File: config.mk
export PLATFORM = sky130hd
export DESIGN_NAME = neuron_multi_flat
export DESIGN_NICKNAME = d
export VERILOG_FILES = /design/src/rtl/cnn1d_pkg.sv /design/src/rtl/neuron_multi_if.sv /design/src/rtl/neuron_activate.sv /design/src/rtl/neuron_multi.sv /design/src/flat_wrapper.sv
export SDC_FILE = /design/constraint.sdc
export NUM_CORES = 1
export LEC_CHECK = 0
export BUFFER_PORTS_ARGS = -buffer_cell sky130_fd_sc_hd__buf_2
export CAP_MARGIN = 10
export CORE_UTILIZATION = 32
export CTS_CLUSTER_SIZE = 40
export DETAILED_ROUTE_END_ITERATION = 10
export GPL_TIMING_DRIVEN = 0
export PLACE_DENSITY_LB_ADDON = 0.1
export SYNTH_ARGS = -nofsm -noshare
export SYNTH_HDL_FRONTEND = slang
export SYNTH_SLANG_ARGS = --single-unit
File: constraint.sdc
create_clock -name clk -period 8.2 [get_ports clk]
set_clock_uncertainty 0.2 [all_clocks]
set_input_delay 0.41 -clock clk [delete_from_list [all_inputs] [get_ports clk]]
set_output_delay 0.41 -clock clk [all_outputs]
set_load 0.005 [all_outputs]
File: src/rtl/cnn1d_pkg.sv
// Shared types and sizing helpers for the 1-D CNN layer blocks.
package cnn1d_pkg;

  typedef enum logic [1:0] {
    ACT_NONE  = 2'd0,
    ACT_RELU  = 2'd1,
    ACT_LEAKY = 2'd2,
    ACT_RSVD  = 2'd3
  } act_mode_t;

  typedef enum logic [2:0] {
    NS_IDLE  = 3'd0,
    NS_MAC   = 3'd1,
    NS_DRAIN = 3'd2,
    NS_FIN   = 3'd3,
    NS_OUT   = 3'd4
  } neuron_state_t;

  function automatic int clog2(input int value);
    int r;
    r = 0;
    while ((1 << r) < value) begin
      r = r + 1;
    end
    return r;
  endfunction

  // Wide enough that summing NUM_INPUTS full-width products can never wrap.
  function automatic int acc_width(input int data_width, input int num_inputs);
    return 2 * data_width + clog2(num_inputs) + 1;
  endfunction

endpackage

File: src/rtl/neuron_multi_if.sv
// Input-vector and result handshakes of a neuron; slave is the neuron side.
interface neuron_multi_if #(
  parameter int DATA_WIDTH = 12,
  parameter int NUM_INPUTS = 8
);
  logic                                  neuron_ready_in;
  logic                                  neuron_valid_in;
  logic [NUM_INPUTS-1:0][DATA_WIDTH-1:0] neuron_data_in;
  logic [1:0]                            neuron_act_mode;
  logic [NUM_INPUTS-1:0][DATA_WIDTH-1:0] neuron_weights;
  logic [DATA_WIDTH-1:0]                 neuron_bias;
  logic                                  neuron_ready_out;
  logic                                  neuron_valid_out;
  logic [DATA_WIDTH-1:0]                 neuron_data_out;
  logic                                  neuron_sat_out;

  modport slave (
    output neuron_ready_in,
    input  neuron_valid_in, neuron_data_in, neuron_act_mode,
    input  neuron_weights, neuron_bias, neuron_ready_out,
    output neuron_valid_out, neuron_data_out, neuron_sat_out
  );

  modport master (
    input  neuron_ready_in,
    output neuron_valid_in, neuron_data_in, neuron_act_mode,
    output neuron_weights, neuron_bias, neuron_ready_out,
    input  neuron_valid_out, neuron_data_out, neuron_sat_out
  );
endinterface

File: src/rtl/neuron_activate.sv
// Combinational post-processing: bias add, fixed-point rescale, saturation
// and activation of a wide accumulator value.
module neuron_activate
  import cnn1d_pkg::*;
#(
  parameter int DATA_WIDTH  = 12,
  parameter int FRACTION    = 9,
  parameter int ACC_W       = 28,
  parameter int LEAKY_SHIFT = 3
) (
  input  logic signed [ACC_W-1:0]    acc_i,
  input  logic [DATA_WIDTH-1:0]      bias_i,
  input  logic [1:0]                 act_mode_i,
  output logic [DATA_WIDTH-1:0]      data_o,
  output logic                       sat_o
);

  localparam logic signed [ACC_W:0] MAX_V = (ACC_W+1)'((1 << (DATA_WIDTH-1)) - 1);
  localparam logic signed [ACC_W:0] MIN_V = ~MAX_V;

  logic signed [ACC_W:0]      bias_ext_s;
  logic signed [ACC_W:0]      sum_s;
  logic signed [ACC_W:0]      res_s;
  logic signed [DATA_WIDTH-1:0] clamp_s;
  logic signed [DATA_WIDTH-1:0] leaky_s;

  // Bias add, floor rescale, clamp; sat reflects the clamp only, never the activation.
  always_comb begin
    bias_ext_s = {{(ACC_W+1-DATA_WIDTH){bias_i[DATA_WIDTH-1]}}, bias_i};
    sum_s      = {acc_i[ACC_W-1], acc_i} + (bias_ext_s <<< FRACTION);
    res_s      = sum_s >>> FRACTION;
    if (res_s > MAX_V) begin
      clamp_s = MAX_V[DATA_WIDTH-1:0];
      sat_o   = 1'b1;
    end else if (res_s < MIN_V) begin
      clamp_s = MIN_V[DATA_WIDTH-1:0];
      sat_o   = 1'b1;
    end else begin
      clamp_s = res_s[DATA_WIDTH-1:0];
      sat_o   = 1'b0;
    end
    leaky_s = clamp_s >>> LEAKY_SHIFT;
    case (act_mode_t'(act_mode_i))
      ACT_RELU:  data_o = clamp_s[DATA_WIDTH-1] ? {DATA_WIDTH{1'b0}} : clamp_s;
      ACT_LEAKY: data_o = clamp_s[DATA_WIDTH-1] ? leaky_s : clamp_s;
      default:   data_o = clamp_s;
    endcase
  end

endmodule

File: src/rtl/neuron_multi.sv
// Multi-multiplier neuron: beat-serial dot product with NUM_MULTS products per
// beat, then bias/rescale/saturate/activate, with valid/ready on both sides.
module neuron_multi
  import cnn1d_pkg::*;
#(
  parameter int DATA_WIDTH  = 12,
  parameter int FRACTION    = 9,
  parameter int NUM_INPUTS  = 8,
  parameter int NUM_MULTS   = 2,
  parameter int LEAKY_SHIFT = 3
) (
  input  logic           clk,
  input  logic           rst,
  neuron_multi_if.slave  nif
);

  localparam int BEATS  = NUM_INPUTS / NUM_MULTS;
  localparam int BEAT_W = (BEATS > 1) ? clog2(BEATS) : 1;
  localparam int IDX_W  = (NUM_INPUTS > 1) ? clog2(NUM_INPUTS) : 1;
  localparam int ACC_W  = acc_width(DATA_WIDTH, NUM_INPUTS);
  localparam int PW     = 2 * DATA_WIDTH;

  localparam logic [BEAT_W-1:0] LAST_BEAT = BEAT_W'(BEATS - 1);

  localparam logic [2:0] ST_IDLE  = NS_IDLE;
  localparam logic [2:0] ST_MAC   = NS_MAC;
  localparam logic [2:0] ST_DRAIN = NS_DRAIN;
  localparam logic [2:0] ST_FIN   = NS_FIN;
  localparam logic [2:0] ST_OUT   = NS_OUT;

  logic [2:0]                            state_q, state_d;
  logic [BEAT_W-1:0]                     beat_q, beat_d;
  logic [NUM_INPUTS-1:0][DATA_WIDTH-1:0] data_q, data_d;
  logic [1:0]                            mode_q, mode_d;
  logic signed [ACC_W-1:0]               p_q, p_d;
  logic                                  pv_q, pv_d;
  logic signed [ACC_W-1:0]               acc_q, acc_d;
  logic                                  vout_q, vout_d;
  logic [DATA_WIDTH-1:0]                 dout_q, dout_d;
  logic                                  sat_q, sat_d;

  logic [IDX_W-1:0]        idx_s;
  logic signed [PW-1:0]    xe_s, we_s, pr_s;
  logic signed [ACC_W-1:0] psum_s;
  logic [DATA_WIDTH-1:0]   act_data_s;
  logic                    act_sat_s;

  // Sum of the NUM_MULTS products selected by the current beat.
  always_comb begin
    psum_s = '0;
    idx_s  = '0;
    xe_s   = '0;
    we_s   = '0;
    pr_s   = '0;
    for (int m = 0; m < NUM_MULTS; m++) begin
      idx_s  = IDX_W'(int'(beat_q) * NUM_MULTS + m);
      xe_s   = {{DATA_WIDTH{data_q[idx_s][DATA_WIDTH-1]}}, data_q[idx_s]};
      we_s   = {{DATA_WIDTH{nif.neuron_weights[idx_s][DATA_WIDTH-1]}}, nif.neuron_weights[idx_s]};
      pr_s   = xe_s * we_s;
      psum_s = psum_s + {{(ACC_W-PW){pr_s[PW-1]}}, pr_s};
    end
  end

  neuron_activate #(
    .DATA_WIDTH  (DATA_WIDTH),
    .FRACTION    (FRACTION),
    .ACC_W       (ACC_W),
    .LEAKY_SHIFT (LEAKY_SHIFT)
  ) u_activate (
    .acc_i      (acc_q),
    .bias_i     (nif.neuron_bias),
    .act_mode_i (mode_q),
    .data_o     (act_data_s),
    .sat_o      (act_sat_s)
  );

  // FSM and datapath next-state; products lag one beat, so DRAIN folds in the last one.
  always_comb begin
    state_d = state_q;
    beat_d  = beat_q;
    data_d  = data_q;
    mode_d  = mode_q;
    p_d     = p_q;
    pv_d    = pv_q;
    acc_d   = acc_q;
    vout_d  = vout_q;
    dout_d  = dout_q;
    sat_d   = sat_q;
    case (state_q)
      ST_IDLE: begin
        if (nif.neuron_valid_in) begin
          data_d  = nif.neuron_data_in;
          mode_d  = nif.neuron_act_mode;
          beat_d  = '0;
          acc_d   = '0;
          pv_d    = 1'b0;
          state_d = ST_MAC;
        end else begin
          state_d = ST_IDLE;
        end
      end
      ST_MAC: begin
        p_d  = psum_s;
        pv_d = 1'b1;
        if (pv_q) begin
          acc_d = acc_q + p_q;
        end else begin
          acc_d = acc_q;
        end
        if (beat_q == LAST_BEAT) begin
          beat_d  = '0;
          state_d = ST_DRAIN;
        end else begin
          beat_d  = beat_q + BEAT_W'(1);
        end
      end
      ST_DRAIN: begin
        if (pv_q) begin
          acc_d = acc_q + p_q;
        end else begin
          acc_d = acc_q;
        end
        state_d = ST_FIN;
      end
      ST_FIN: begin
        dout_d  = act_data_s;
        sat_d   = act_sat_s;
        vout_d  = 1'b1;
        state_d = ST_OUT;
      end
      ST_OUT: begin
        if (nif.neuron_ready_out) begin
          vout_d  = 1'b0;
          state_d = ST_IDLE;
        end else begin
          vout_d  = 1'b1;
        end
      end
      default: begin
        vout_d  = 1'b0;
        state_d = ST_IDLE;
      end
    endcase
  end

  // State and datapath registers; reset discards any in-flight vector.
  always_ff @(posedge clk or posedge rst) begin
    if (rst) begin
      state_q <= ST_IDLE;
      beat_q  <= '0;
      data_q  <= '0;
      mode_q  <= 2'd0;
      p_q     <= '0;
      pv_q    <= 1'b0;
      acc_q   <= '0;
      vout_q  <= 1'b0;
      dout_q  <= '0;
      sat_q   <= 1'b0;
    end else begin
      state_q <= state_d;
      beat_q  <= beat_d;
      data_q  <= data_d;
      mode_q  <= mode_d;
      p_q     <= p_d;
      pv_q    <= pv_d;
      acc_q   <= acc_d;
      vout_q  <= vout_d;
      dout_q  <= dout_d;
      sat_q   <= sat_d;
    end
  end

  assign nif.neuron_ready_in  = (state_q == ST_IDLE);
  assign nif.neuron_valid_out = vout_q;
  assign nif.neuron_data_out  = dout_q;
  assign nif.neuron_sat_out   = sat_q;

endmodule

File: src/flat_wrapper.sv
// flat-port wrapper written by rule: the top's interface ports become plain ports
module neuron_multi_flat import cnn1d_pkg::*;
#(
  parameter int DATA_WIDTH  = 12,
  parameter int FRACTION    = 9,
  parameter int NUM_INPUTS  = 8,
  parameter int NUM_MULTS   = 2,
  parameter int LEAKY_SHIFT = 3
)
  (clk, rst, nif_neuron_ready_in, nif_neuron_valid_in, nif_neuron_data_in, nif_neuron_act_mode, nif_neuron_weights, nif_neuron_bias, nif_neuron_ready_out, nif_neuron_valid_out, nif_neuron_data_out, nif_neuron_sat_out);
  neuron_multi_if #(.DATA_WIDTH(DATA_WIDTH), .NUM_INPUTS(NUM_INPUTS)) nif_i ();
  input  logic clk;
  input  logic rst;
  output wire logic [$bits(nif_i.neuron_ready_in)-1:0] nif_neuron_ready_in;
  input wire logic [$bits(nif_i.neuron_valid_in)-1:0] nif_neuron_valid_in;
  input wire logic [$bits(nif_i.neuron_data_in)-1:0] nif_neuron_data_in;
  input wire logic [$bits(nif_i.neuron_act_mode)-1:0] nif_neuron_act_mode;
  input wire logic [$bits(nif_i.neuron_weights)-1:0] nif_neuron_weights;
  input wire logic [$bits(nif_i.neuron_bias)-1:0] nif_neuron_bias;
  input wire logic [$bits(nif_i.neuron_ready_out)-1:0] nif_neuron_ready_out;
  output wire logic [$bits(nif_i.neuron_valid_out)-1:0] nif_neuron_valid_out;
  output wire logic [$bits(nif_i.neuron_data_out)-1:0] nif_neuron_data_out;
  output wire logic [$bits(nif_i.neuron_sat_out)-1:0] nif_neuron_sat_out;
  assign nif_neuron_ready_in = nif_i.neuron_ready_in;
  assign nif_i.neuron_valid_in = nif_neuron_valid_in;
  assign nif_i.neuron_data_in = nif_neuron_data_in;
  assign nif_i.neuron_act_mode = nif_neuron_act_mode;
  assign nif_i.neuron_weights = nif_neuron_weights;
  assign nif_i.neuron_bias = nif_neuron_bias;
  assign nif_i.neuron_ready_out = nif_neuron_ready_out;
  assign nif_neuron_valid_out = nif_i.neuron_valid_out;
  assign nif_neuron_data_out = nif_i.neuron_data_out;
  assign nif_neuron_sat_out = nif_i.neuron_sat_out;
  neuron_multi #(.DATA_WIDTH(DATA_WIDTH), .FRACTION(FRACTION), .NUM_INPUTS(NUM_INPUTS), .NUM_MULTS(NUM_MULTS), .LEAKY_SHIFT(LEAKY_SHIFT)) u_core (.clk(clk), .rst(rst), .nif(nif_i));
endmodule
Word-level counts from Yosys, hierarchy flattened
Cells that the tools add are included.
{ "word_totals": {"output_inout_bits": 15, "inputBits": 210, "word_cells": 77, "regBits": 174} }
{ "classes": {"addsub": 5, "reduce_logical": 9, "order_cmp": 4, "eq_ne": 11, "multipliers": 2, "mux": 29} }
{ "op_table": {"columns": ["cell", "n"], "rows": [
  ["2-to-1 mux 12 bit", 7],
  ["binary-select mux 12 bit (select 3 bit)", 2],
  ["2-to-1 mux 28 bit", 2],
  ["case mux 28 bit (2 select lines)", 1],
  ["binary-select mux 12 bit (select 2 bit)", 2],
  ["multiplier 12 x 12 -> 24 bit", 2],
  ["adder 28 x 21 -> 29 bit", 1],
  ["adder 28 bit", 1],
  ["adder 24 x 24 -> 25 bit", 1],
  ["case mux 12 bit (2 select lines)", 1],
  ["greater-than comparator 20 x 12 -> 1 bit (second input constant)", 1],
  ["less-than comparator 20 x 12 -> 1 bit (second input constant)", 1],
  ["case mux 3 bit (5 select lines)", 1],
  ["2-to-1 mux 11 bit", 1],
  ["less-than comparator 3 x 4 -> 1 bit (second input constant)", 2],
  ["== test 3 x 2 -> 1 bit (second input constant)", 2],
  ["2-to-1 mux 3 bit", 2],
  ["!= test 2 x 1 -> 1 bit (second input constant)", 3],
  ["AND reduction 2 bit", 3],
  ["2-to-1 mux 1 bit", 5],
  ["== test 2 bit (second input constant)", 2],
  ["2-to-1 mux 2 bit", 2],
  ["case mux 2 bit (2 select lines)", 1],
  ["nonzero test 2 bit", 2],
  ["other kinds (12)", 12]
]} }

Longest topological paths before layout
Gate-level depths: netlist (run 1).
{ "logic_depth": {"depth_word": 6, "mapped_depth": 31, "mapped_depth_nobuf": 27} }

Cells and area by module
A second synthesis (run 1) with hierarchy kept.
{ "unflattened": {"cells_unflattened": 2328, "hier_area_um2": 21728.3} }
{ "modules_own_cells": {"columns": ["module", "n_inst", "cells_per_inst", "seq_area_each_um2", "area_per_inst_um2"], "rows": [
  ["neuron_multi", 1, 2093, 4279.1, 20144.3],
  ["neuron_activate", 1, 235, 0.0, 1584.0]
]} }

Worst setup path after synthesis (run 1)
No wires, ideal clock.
{ "synth_path": {"kind": "flip-flop to flip-flop", "startpoint": "register u_core.beat_q[0]", "endpoint": "register u_core.p_q[23]", "path_slack_ns": 0.211, "arrival_ns": 7.665, "period_less_slack_ns": 7.989, "n_path_buf": 4, "required_time_ns": 7.875, "setup_time_ns": 0.125, "stages_incl_launch_ff": 26, "cell_sequence": "dfrtp_1 -> buf_2 -> buf_1 -> clkbuf_1 -> mux4_2 -> clkbuf_1 -> nand2_1 -> fa_1 -> fa_1 -> fa_1 -> inv_1 -> fa_1 -> inv_1 -> fa_1 -> fa_1 -> fa_1 -> inv_1 -> ha_1 -> and3_1 -> and3_1 -> a211oi_1 -> nor3_1 -> nor3_1 -> o41ai_1 -> xor2_1 -> mux2_2"} }
{ "synth_via": {"elab_chain_len": 5, "word_cells_on_any_way": 12, "cone_classes": "2 x add/sub; 2 x mul; 8 x mux"} }
{ "synth_rtl": {"columns": ["element", "line_no", "source"], "rows": [
  ["start: declaration", "neuron_multi.sv:32", "logic [BEAT_W-1:0] beat_q, beat_d;"],
  ["start signal: assignment", "neuron_multi.sv:161", "beat_q <= beat_d;"],
  ["adder 3 x 1 -> 3 bit", "neuron_multi.sv:56", "idx_s = IDX_W'(int'(beat_q) * NUM_MULTS + m);"],
  ["binary-select mux 12 bit (select 3 bit), on equally long branches", "neuron_multi.sv:57, neuron_multi.sv:58", null],
  ["2-to-1 mux 12 bit, on equally long branches", "neuron_multi.sv:57, neuron_multi.sv:58", null],
  ["multiplier 12 x 12 -> 24 bit", "neuron_multi.sv:59", "pr_s = xe_s * we_s;"],
  ["adder 24 x 24 -> 25 bit (*)", "neuron_multi.sv:60", "psum_s = psum_s + {{(ACC_W-PW){pr_s[PW-1]}}, pr_s};"],
  ["end signal: assignment", "neuron_multi.sv:164", "p_q <= p_d;"],
  ["end: declaration", "neuron_multi.sv:35", "logic signed [ACC_W-1:0] p_q, p_d;"]
]} }
Every way passes the cells marked *; elsewhere a longest branch is shown, timed or not. The select of a mux whose other input is x is not followed.
A chain may end at the register's enable or synchronous reset.

Worst setup path in the final report (run 1)
Same ends and word-level chain as after synthesis.

==> flow_summary.toml, run 1 <==
[clocking]
clock_latency_ns = 0.48
cts_root_buf = "clkbuf_16"
cts_tree = "done"
cts_buffers = 17
path_clk_slew_ns = 0.08
htreeDepth = 4
cts_buffer_depth = 2
cts.sinks = 171

[timing]
finalSetupViolations = 0
fin_crit_sh_pct = 96.3
tightest_slew_ns = 0.865
finalCriticalPeriod_ns = 7.90
drv_slew = 0
slew_headroom_pct = 41.9
fmax_ghz = 0.127
hold_viol = 0

[route]
post-route-drc-count = 18
first_pass_iters = 10
wl_per_cell_um = 18.6
vias = 16900
vias_per_cell = 4.79
drt-total-wl_mm = 65.5
drt_iter0_drc = 737
ant_nets = 0

[logic_synthesis]
synth_top_cell_area_share_pct = 30.3
netlist_area_um2 = 21500
yosysUniqueCellTypes = 82
yosys-top-cells-area = "fa_1 (30%), dfrtp_1 (20%), nand2_1 (8.6%), ha_1 (8.0%), inv_1 (6.6%)"
yosys.area.top_type = "fa_1"
ys.flop_type = "dfrtp_1"
synth_edf_count = 0
netlist_instances = 2282
synth_nets = 2954
ys_warn_count = 0
synthArstFlopShare_pct = 100
seq_area_frac_synth_pct = 19.9
ys_ff_latch = 171
avgSynthCellArea_um2 = 9.41

[placed_design]
dpl-instance-area_um2 = 23700
hpwl_mm = 54.4
gp_congestion = 0.868
dp.cells = 3372
io_buffers = 224

[setup_path]
required_ns = 8.37
rr_worst_depth = 25
path_class = "register to register"
crit_start = "u_core.beat_q[0]$_DFFE_PP0P_"
critPathLaunchType = "register"
critPathArrivalTime_ns = 8.06
r2r-end = "u_core.p_q[23]$_DFFE_PP0P_"
setup.worst_path.end_class = "register"
rr_startpoint = "u_core.beat_q[0]$_DFFE_PP0P_"
endpoint = "u_core.p_q[23]$_DFFE_PP0P_"
critPathMaxFanout = 11
rrSetupSlack_ns = 0.30

[floorplan]
pin_count = 225
die_area_um2 = 68100
die_h_um = 261
die_x_um = 261
coreArea_um2 = 66100
fp-row-count = 94
initial_core_util_pct = 32.5

[min_path]
worstHoldPathType = "register to register"

[layout]
drive_gt1_share_pct = 16.5
stdcell_area_um2 = 25900
area_growth_pct = 20.5
final_cells = 3525
final_nets = 3318

[global_route]
grt_max_degree = 94
grt_overflow = 0
track_usage_pct = 19.8
antenna_found_initial = 1
grt_pass1_wl_mm = 101
grt_pass1_vias = 17800

[flow_run]
drv_cap = 0

[run_status]
status = "finished with violations"
violations = "DRC"
-- logic make-up after synthesis --
family / share of synthesized area (%)
adders and majority gates: 38.3
AOI/OAI and AO/OA: 8.68
and+or+nand+nor: 16.0
DFF: 19.9
xor gates and xnor gates: 3.01
buffers and inverters: 8.54
muxes: 5.53
-- cell usage after synthesis, types with 17 or more instances --
cell and count:
a21oi_1 48, dfrtp_1 171, inv_1 379, nor2_1 57
a21o_1 24, xor2_1 24, clkbuf_1 95, nor3_1 17
mux4_2 46, and2_1 126, o21ai_0 60, a22o_1 28
ha_1 137, fa_1 325, nand2_1 492, xnor2_1 48
-- layout make-up --
type | instances | area [um2]
Antenna cell | 2 | 5.00
Tap cell | 864 | 1080
Clock inverter | 15 | 171
Multi-Input combinational cell | 1627 | 15500
Fill cell | 6765 | 40200
Timing Repair Buffer | 359 | 2430
Buffer | 91 | 556
Clock buffer | 17 | 425
Inverter | 379 | 1440
Sequential cell | 171 | 4280
-- per-layer routing --
metal  up-vias  share of wire (%)  routed length, um  global-route usage (%)
met4         0                1.3                833                    3.50
met2       347                 49              32300                    33.5
met5         -                  0                  0                       0
met1      8585                 44              29000                    26.7
met3        38                5.1               3360                    3.63
li1       7926                  -                  -                       -
-- worst min path at each step --
stage	from	endpoint	slack [ns]	cells past startpoint
CTS	u_core.data_q[45]$_DFFE_PP0P_	u_core.data_q[45]$_DFFE_PP0P_	0.28	2
global placement	u_core.data_q[48]$_DFFE_PP0P_	u_core.data_q[48]$_DFFE_PP0P_	0.25	2
global route	u_core.data_q[29]$_DFFE_PP0P_	u_core.data_q[29]$_DFFE_PP0P_	0.30	2
detailed placement	u_core.data_q[17]$_DFFE_PP0P_	u_core.data_q[17]$_DFFE_PP0P_	0.26	2
finish	u_core.data_q[41]$_DFFE_PP0P_	u_core.data_q[41]$_DFFE_PP0P_	0.27	2
floorplan	u_core.pv_q$_DFFE_PP0P_	u_core.pv_q$_DFFE_PP0P_	0.24	2
-- flip-flops by register name, indices dropped and copies added, names as in the netlist --
signal	flops
u_core.acc_q	28
u_core.beat_q	2
u_core.data_q	96
u_core.mode_q	2
u_core.nif.neuron_data_out	12
u_core.nif.neuron_sat_out	1
u_core.nif.neuron_valid_out	1
u_core.p_q	25
u_core.pv_q	1
u_core.state_q	3
-- stage by stage --
stage | util [%] | hold WS [ns] | setup WS, ns | setup TNS (ns)
after floorplan | - | 0.239 | 0.211 | 0
after global placement | 35.8 | 0.254 | -2.33 | -28.33
after detailed placement | 35.9 | 0.259 | -1.77 | -17.88
after CTS | 38.6 | 0.277 | 0.00572 | 0
after global routing | 39.1 | 0.297 | -0.00883 | -0.00883
final | 39.1 | 0.272 | 0.304 | 0
-- cell usage in the layout, fill, tap and decap left out, types with 48 or more instances in the layout --
cell / n
and2_1: 126
buf_2: 232
clkbuf_1: 59
dfrtp_1: 170
dlygate4sd3_1: 101
fa_1: 323
ha_1: 133
inv_1: 374
nand2_1: 492
nor2_1: 57
o21ai_0: 56
xnor2_1: 48
-- worst max-delay path: stages, from the launching register on --
cell        delay [ns]
dfrtp_1           0.40
buf_12            0.18
buf_16            0.20
mux4_2            0.66
buf_4             0.20
and2_1            0.17
fa_1              0.58
clkinvlp_4        0.15
buf_4             0.16
fa_1              0.48
inv_1             0.05
fa_1              0.48
fa_1              0.58
fa_1              0.44
fa_1              0.49
inv_1             0.05
fa_1              0.52
inv_1             0.05
ha_1              0.21
or3_1             0.43
a211oi_4          0.27
nor3_4            0.08
nor3_2            0.25
o41ai_2           0.09
xor2_1            0.14
mux2_2            0.27
-- what timing repair did --
item | in CTS | in global routing
setup buffers | 5 | 25
hold buffers | 101 | 0
pin swaps | 2 | 14
endpoints found under the setup margin | 17 | 8
gates cloned | 0 | 3
hold endpoints to repair | 179 | 0
gates resized for setup | 62 | 65
Power of run 1 is not shown: default switching activity piles up to over one toggle a cycle in this logic, so the estimate is an artifact.
==> run 2: changes to the inputs <==
- CORE_ASPECT_RATIO: not set -> 2
==> run 2 against run 1 <==
The flow now finishes without violations; global-route usage increased by 2.5 points; clock-buffer cell count increased by 2; flip-flop and latch count unchanged; core utilization about the same; via count increased by 0.82%; design area increased by 0.74%; wire length increased by 10%; final cell count increased by 0.62%; maximum frequency decreased by 1.9%; register-to-register slack got worse by 0.15 ns; sequential share of layout area decreased by 0.12 points; critical path depth increased by 3.
==> flow_summary.toml, run 2 (synthesis results as in run 1) <==
[global_route]
grt_overflow = 0
grt_pass1_vias = 19400
grt_max_degree = 102
track_usage_pct = 22.3
grt_pass1_wl_mm = 111
antenna_found_initial = 1

[clocking]
clock_latency_ns = 0.49
path_clk_slew_ns = 0.08
cts.sinks = 171
cts_buffer_depth = 2
cts_buffers = 17
cts_root_buf = "clkbuf_16"
htreeDepth = 4
cts_tree = "done"

[timing]
rsz0062_at_grt = "true"
drv_slew = 0
hold_viol = 0
tns_ns = 0
slew_headroom_pct = 40.3
fmax_ghz = 0.124
finalCriticalPeriod_ns = 8.05
finalSetupViolations = 0
tightest_slew_ns = 0.893
fin_crit_sh_pct = 98.2

[floorplan]
initial_core_util_pct = 32.3
pin_count = 225
coreArea_um2 = 66600
fp-row-count = 134
die_x_um = 185
die_h_um = 368
die_area_um2 = 68200

[layout]
final_nets = 3320
area_growth_pct = 21.4
final_util_pct = 39.2
multiInputGateArea_um2 = 15500
regMostFlops = "u_core.data_q"
final_common_cell = "nand2_1"
regArea_um2 = 4280
fillers = 6765
drive_gt1_share_pct = 17.4
final_cell_mix = "nand2_1 (491), inv_1 (375), fa_1 (322)"
largest_register_ffs = 96
top_regs = "u_core.data_q (96), u_core.acc_q (28), u_core.p_q (25)"

[flow_run]
drv_cap = 0

[setup_path]
setup.worst_path.end_class = "register"
cp_num_buf_inv = 9
crit_start = "u_core.beat_q[0]$_DFFE_PP0P_"
critical_path.slowest_cell = "mux4_2"
rr_worst_depth = 28
critPathLaunchType = "register"
critPathMaxFanout = 7
required_ns = 8.35
r2r-end = "u_core.p_q[26]$_DFFE_PP0P_"
path_class = "register to register"
path_common_cell = "fa_1"
rr_startpoint = "u_core.beat_q[0]$_DFFE_PP0P_"
critPathTopFamily = "adder cells"
slowest_delay_ns = 0.60
rrSetupSlack_ns = 0.15
cp.depth = 28
endpoint = "u_core.p_q[26]$_DFFE_PP0P_"
critPathArrivalTime_ns = 8.20

[route]
post-route-drc-count = 0
vias_per_cell = 4.80
ant_nets = 0
drt_iter0_drc = 667
first_pass_iters = 5
vias = 17000
wl_per_cell_um = 20.3
drt-total-wl_mm = 72.1

[placed_design]
io_buffers = 224
gp_congestion = 0.905
hpwl_mm = 62.2

[run_status]
status = "finished clean"

[min_path]
worstHoldPathType = "input pin to register"
[run 2: how the worst min path moves through the flow]
stage,startpoint,slack (ns),end,cells after the start
after floorplan,u_core.pv_q$_DFFE_PP0P_,0.24,u_core.pv_q$_DFFE_PP0P_,2
after global placement,u_core.nif.neuron_sat_out$_DFFE_PP0P_,0.25,u_core.nif.neuron_sat_out$_DFFE_PP0P_,2
after detailed placement,u_core.data_q[55]$_DFFE_PP0P_,0.26,u_core.data_q[55]$_DFFE_PP0P_,2
after CTS,nif_neuron_data_in[12],0.002,u_core.data_q[12]$_DFFE_PP0P_,3
after global routing,nif_neuron_data_in[12],0.02,u_core.data_q[12]$_DFFE_PP0P_,3
final,nif_neuron_data_in[12],0.009,u_core.data_q[12]$_DFFE_PP0P_,3
[run 2: worst reg2reg max path: cells and delay by family, from the launching register on]
kind / cells / cell delay (ns)
buffers and inverters: 9 / 1.07
AND/OR/NAND/NOR: 2 / 0.29
AO/OA/AOI/OAI: 7 / 1.17
multiplexers: 1 / 0.61
XOR/XNOR: 1 / 0.20
flip-flops: 1 / 0.46
adder cells (fa/ha/maj): 8 / 3.91
[run 2: per-stage QoR]
step                      hold slack, ns  instances  setup slack [ns]  instance area, um2
final                            0.00878       3547             0.150               26100
after floorplan                    0.239       2282             0.211               21500
after detailed placement           0.260       3393             -1.89               23800
after global routing              0.0195       3545           -0.0563               26100
after CTS                        0.00208       3535           0.00380               25700
after global placement             0.248       3390             -2.51               23700
[run 2: cell type report]
type / instances / area share [%]
Antenna cell: 2 / 0.0192
Inverter: 379 / 5.52
Buffer: 91 / 2.38
Clock inverter: 13 / 0.566
Tap cell: 884 / 4.24
Timing Repair Buffer: 362 / 9.60
Sequential cell: 171 / 16.4
Clock buffer: 19 / 1.70
Multi-Input combinational cell: 1626 / 59.6
[run 2: repair_timing]
| item | 4_1_cts | 5_1_grt |
|---|---|---|
| setup endpoints to repair | 15 | 4 |
| resized for setup | 101 | 63 |
| setup buffers | 18 | 15 |
| pin swaps | 7 | 20 |
| endpoints found under the hold margin | 168 | 0 |
| hold buffers | 99 | 0 |
| cloned | 0 | 3 |
[run 2: per-layer routing]
metal  wire length, um  GRT usage [%]  vias to the layer above
met5                 0              0                        -
met4              3530           11.5                        0
met3              1520           1.59                      112
met2             42900           46.1                      388
met1             24100           20.9                     8603
li1                  -              -                     7931
Power of run 2 is left out for the same reason.
==> run 3: changes to the inputs <==
- SETUP_SLACK_MARGIN: not set -> 0.2
==> run 3 against run 2 <==
Register-to-register slack better by 0.08 ns; first-iteration DRC count is 12% lower; die area stayed put; wire length is 1.8% higher; critical path depth is 1 lower; sequential share of layout area is 0.20 points lower; global-route usage is 0.48 points higher; core utilization is 0.46 points higher; flip-flop and latch count stayed put; non-clock buffer count is 23 higher; setup slack better by 0.076 ns; final cell count is 0.62% higher.
==> flow_summary.toml, run 3 (synthesis results as in run 1) <==
[floorplan]
fp-row-count = 134
initial_core_util_pct = 32.3
pin_count = 225
coreArea_um2 = 66600
die_h_um = 368
die_area_um2 = 68200
die_x_um = 185

[placed_design]
gp_congestion = 0.905
hpwl_mm = 62.2
io_buffers = 224

[clocking]
path_clk_slew_ns = 0.08
cts_tree = "done"
cts_buffer_depth = 2
cts_buffers = 17
cts.sinks = 171
clock_latency_ns = 0.48
cts_root_buf = "clkbuf_16"
htreeDepth = 4

[layout]
final_common_cell = "nand2_1"
largest_register_ffs = 96
area_growth_pct = 22.8
regMostFlops = "u_core.data_q"
top_regs = "u_core.data_q (96), u_core.acc_q (28), u_core.p_q (25)"
fillers = 6751
final_nets = 3343
final_cell_mix = "nand2_1 (490), inv_1 (368), fa_1 (320)"
drive_gt1_share_pct = 18.5

[setup_path]
setup.worst_path.end_class = "register"
r2r-end = "u_core.p_q[26]$_DFFE_PP0P_"
path_class = "register to register"
critPathArrivalTime_ns = 8.12
rr_startpoint = "u_core.beat_q[0]$_DFFE_PP0P_"
rr_worst_depth = 27
critPathMaxFanout = 8
rrSetupSlack_ns = 0.23
required_ns = 8.35
critPathLaunchType = "register"

[global_route]
grt_pass1_vias = 19600
grt_max_degree = 102
antenna_found_initial = 0
grt_overflow = 0
grt_pass1_wl_mm = 113
track_usage_pct = 22.8

[timing]
fmax_ghz = 0.125
hold_viol = 0
tightest_slew_ns = 0.932
finalCriticalPeriod_ns = 7.97
finalSetupViolations = 0
drv_slew = 0
slew_headroom_pct = 37.9
tns_ns = 0
rsz0062_at_grt = "true"
fin_crit_sh_pct = 97.2

[route]
ant_nets = 0
vias = 17100
drt-total-wl_mm = 73.3
wl_per_cell_um = 20.5
first_pass_iters = 5
vias_per_cell = 4.80
post-route-drc-count = 0
drt_iter0_drc = 587

[min_path]
hold_path_end = "u_core.data_q[12]$_DFFE_PP0P_"
hold_depth = 3
min_from = "nif_neuron_data_in[12]"
worstHoldPathType = "input pin to register"

[run_status]
status = "finished clean"

[flow_run]
drv_cap = 0
[run 3: critical path, stage by stage (launching register included)]
cell and delay, ns:
dfrtp_1 0.41, buf_12 0.17, buf_12 0.12, buf_12 0.12
mux4_2 0.60, clkbuf_8 0.20, and2_1 0.15, fa_1 0.55
inv_1 0.06, fa_1 0.47, fa_1 0.52, inv_1 0.05
fa_1 0.49, fa_1 0.52, fa_1 0.49, inv_1 0.05
fa_1 0.47, inv_1 0.06, ha_4 0.30, o21ai_1 0.08
a22oi_2 0.26, nand2_2 0.15, o211ai_1 0.45, a311oi_2 0.21
o21ai_1 0.24, a31oi_2 0.14, xnor2_2 0.20, o21ai_1 0.08
[run 3: final cells by class]
| class | instances | area (um2) | area share, % |
|---|---|---|---|
| flip-flops and latches | 171 | 4280 | 16.2 |
| well taps | 884 | 1110 | 4.19 |
| diodes | 1 | 2.50 | 0.00949 |
| clock inverters | 13 | 148 | 0.560 |
| plain buffers | 105 | 838 | 3.18 |
| inverters | 379 | 1440 | 5.45 |
| repair buffers | 371 | 2590 | 9.81 |
| clock buffers | 19 | 443 | 1.68 |
| multi-input cells | 1626 | 15500 | 58.9 |
[run 3: worst max path at each step]
stage / start / slack [ns] / cells past startpoint / to
finish: u_core.beat_q[0]$_DFFE_PP0P_ / 0.23 / 27 / u_core.p_q[26]$_DFFE_PP0P_
global placement: u_core.beat_q[0]$_DFFE_PP0P_ / -2.51 / 26 / u_core.p_q[26]$_DFFE_PP0P_
floorplan: u_core.beat_q[0]$_DFFE_PP0P_ / 0.21 / 25 / u_core.p_q[23]$_DFFE_PP0P_
CTS: u_core.beat_q[0]$_DFFE_PP0P_ / 0.21 / 25 / u_core.p_q[26]$_DFFE_PP0P_
detailed placement: u_core.beat_q[0]$_DFFE_PP0P_ / -1.89 / 25 / u_core.p_q[23]$_DFFE_PP0P_
global route: u_core.beat_q[0]$_DFFE_PP0P_ / 0.01 / 27 / u_core.p_q[26]$_DFFE_PP0P_
[run 3: routing by layer]
metal	wire length (um)	track usage, %	vias up
met1	24200	21.2	8667
met2	43900	47.4	374
li1	-	-	7985
met4	3790	11.6	0
met3	1440	1.45	109
met5	0	0	-
[run 3: per-stage QoR]
step	setup slack, ns	utilization (%)	instances	cell area (um2)	hold WS, ns
detailed placement	-1.89	35.7	3393	23800	0.260
CTS	0.208	39.5	3566	26300	0.00208
global placement	-2.51	35.6	3390	23700	0.248
finish	0.226	39.6	3569	26400	0.0222
floorplan	0.211	-	2282	21500	0.239
global route	0.0138	39.6	3568	26400	0.0196
[run 3: repair_timing]
action,CTS,global route
pin swaps,20,22
gates cloned,2,0
hold endpoints to repair,168,0
setup buffers,41,2
endpoints found under the setup margin,16,5
resized for setup,163,36
hold buffers,99,0
Power of run 3 is left out for the same reason.
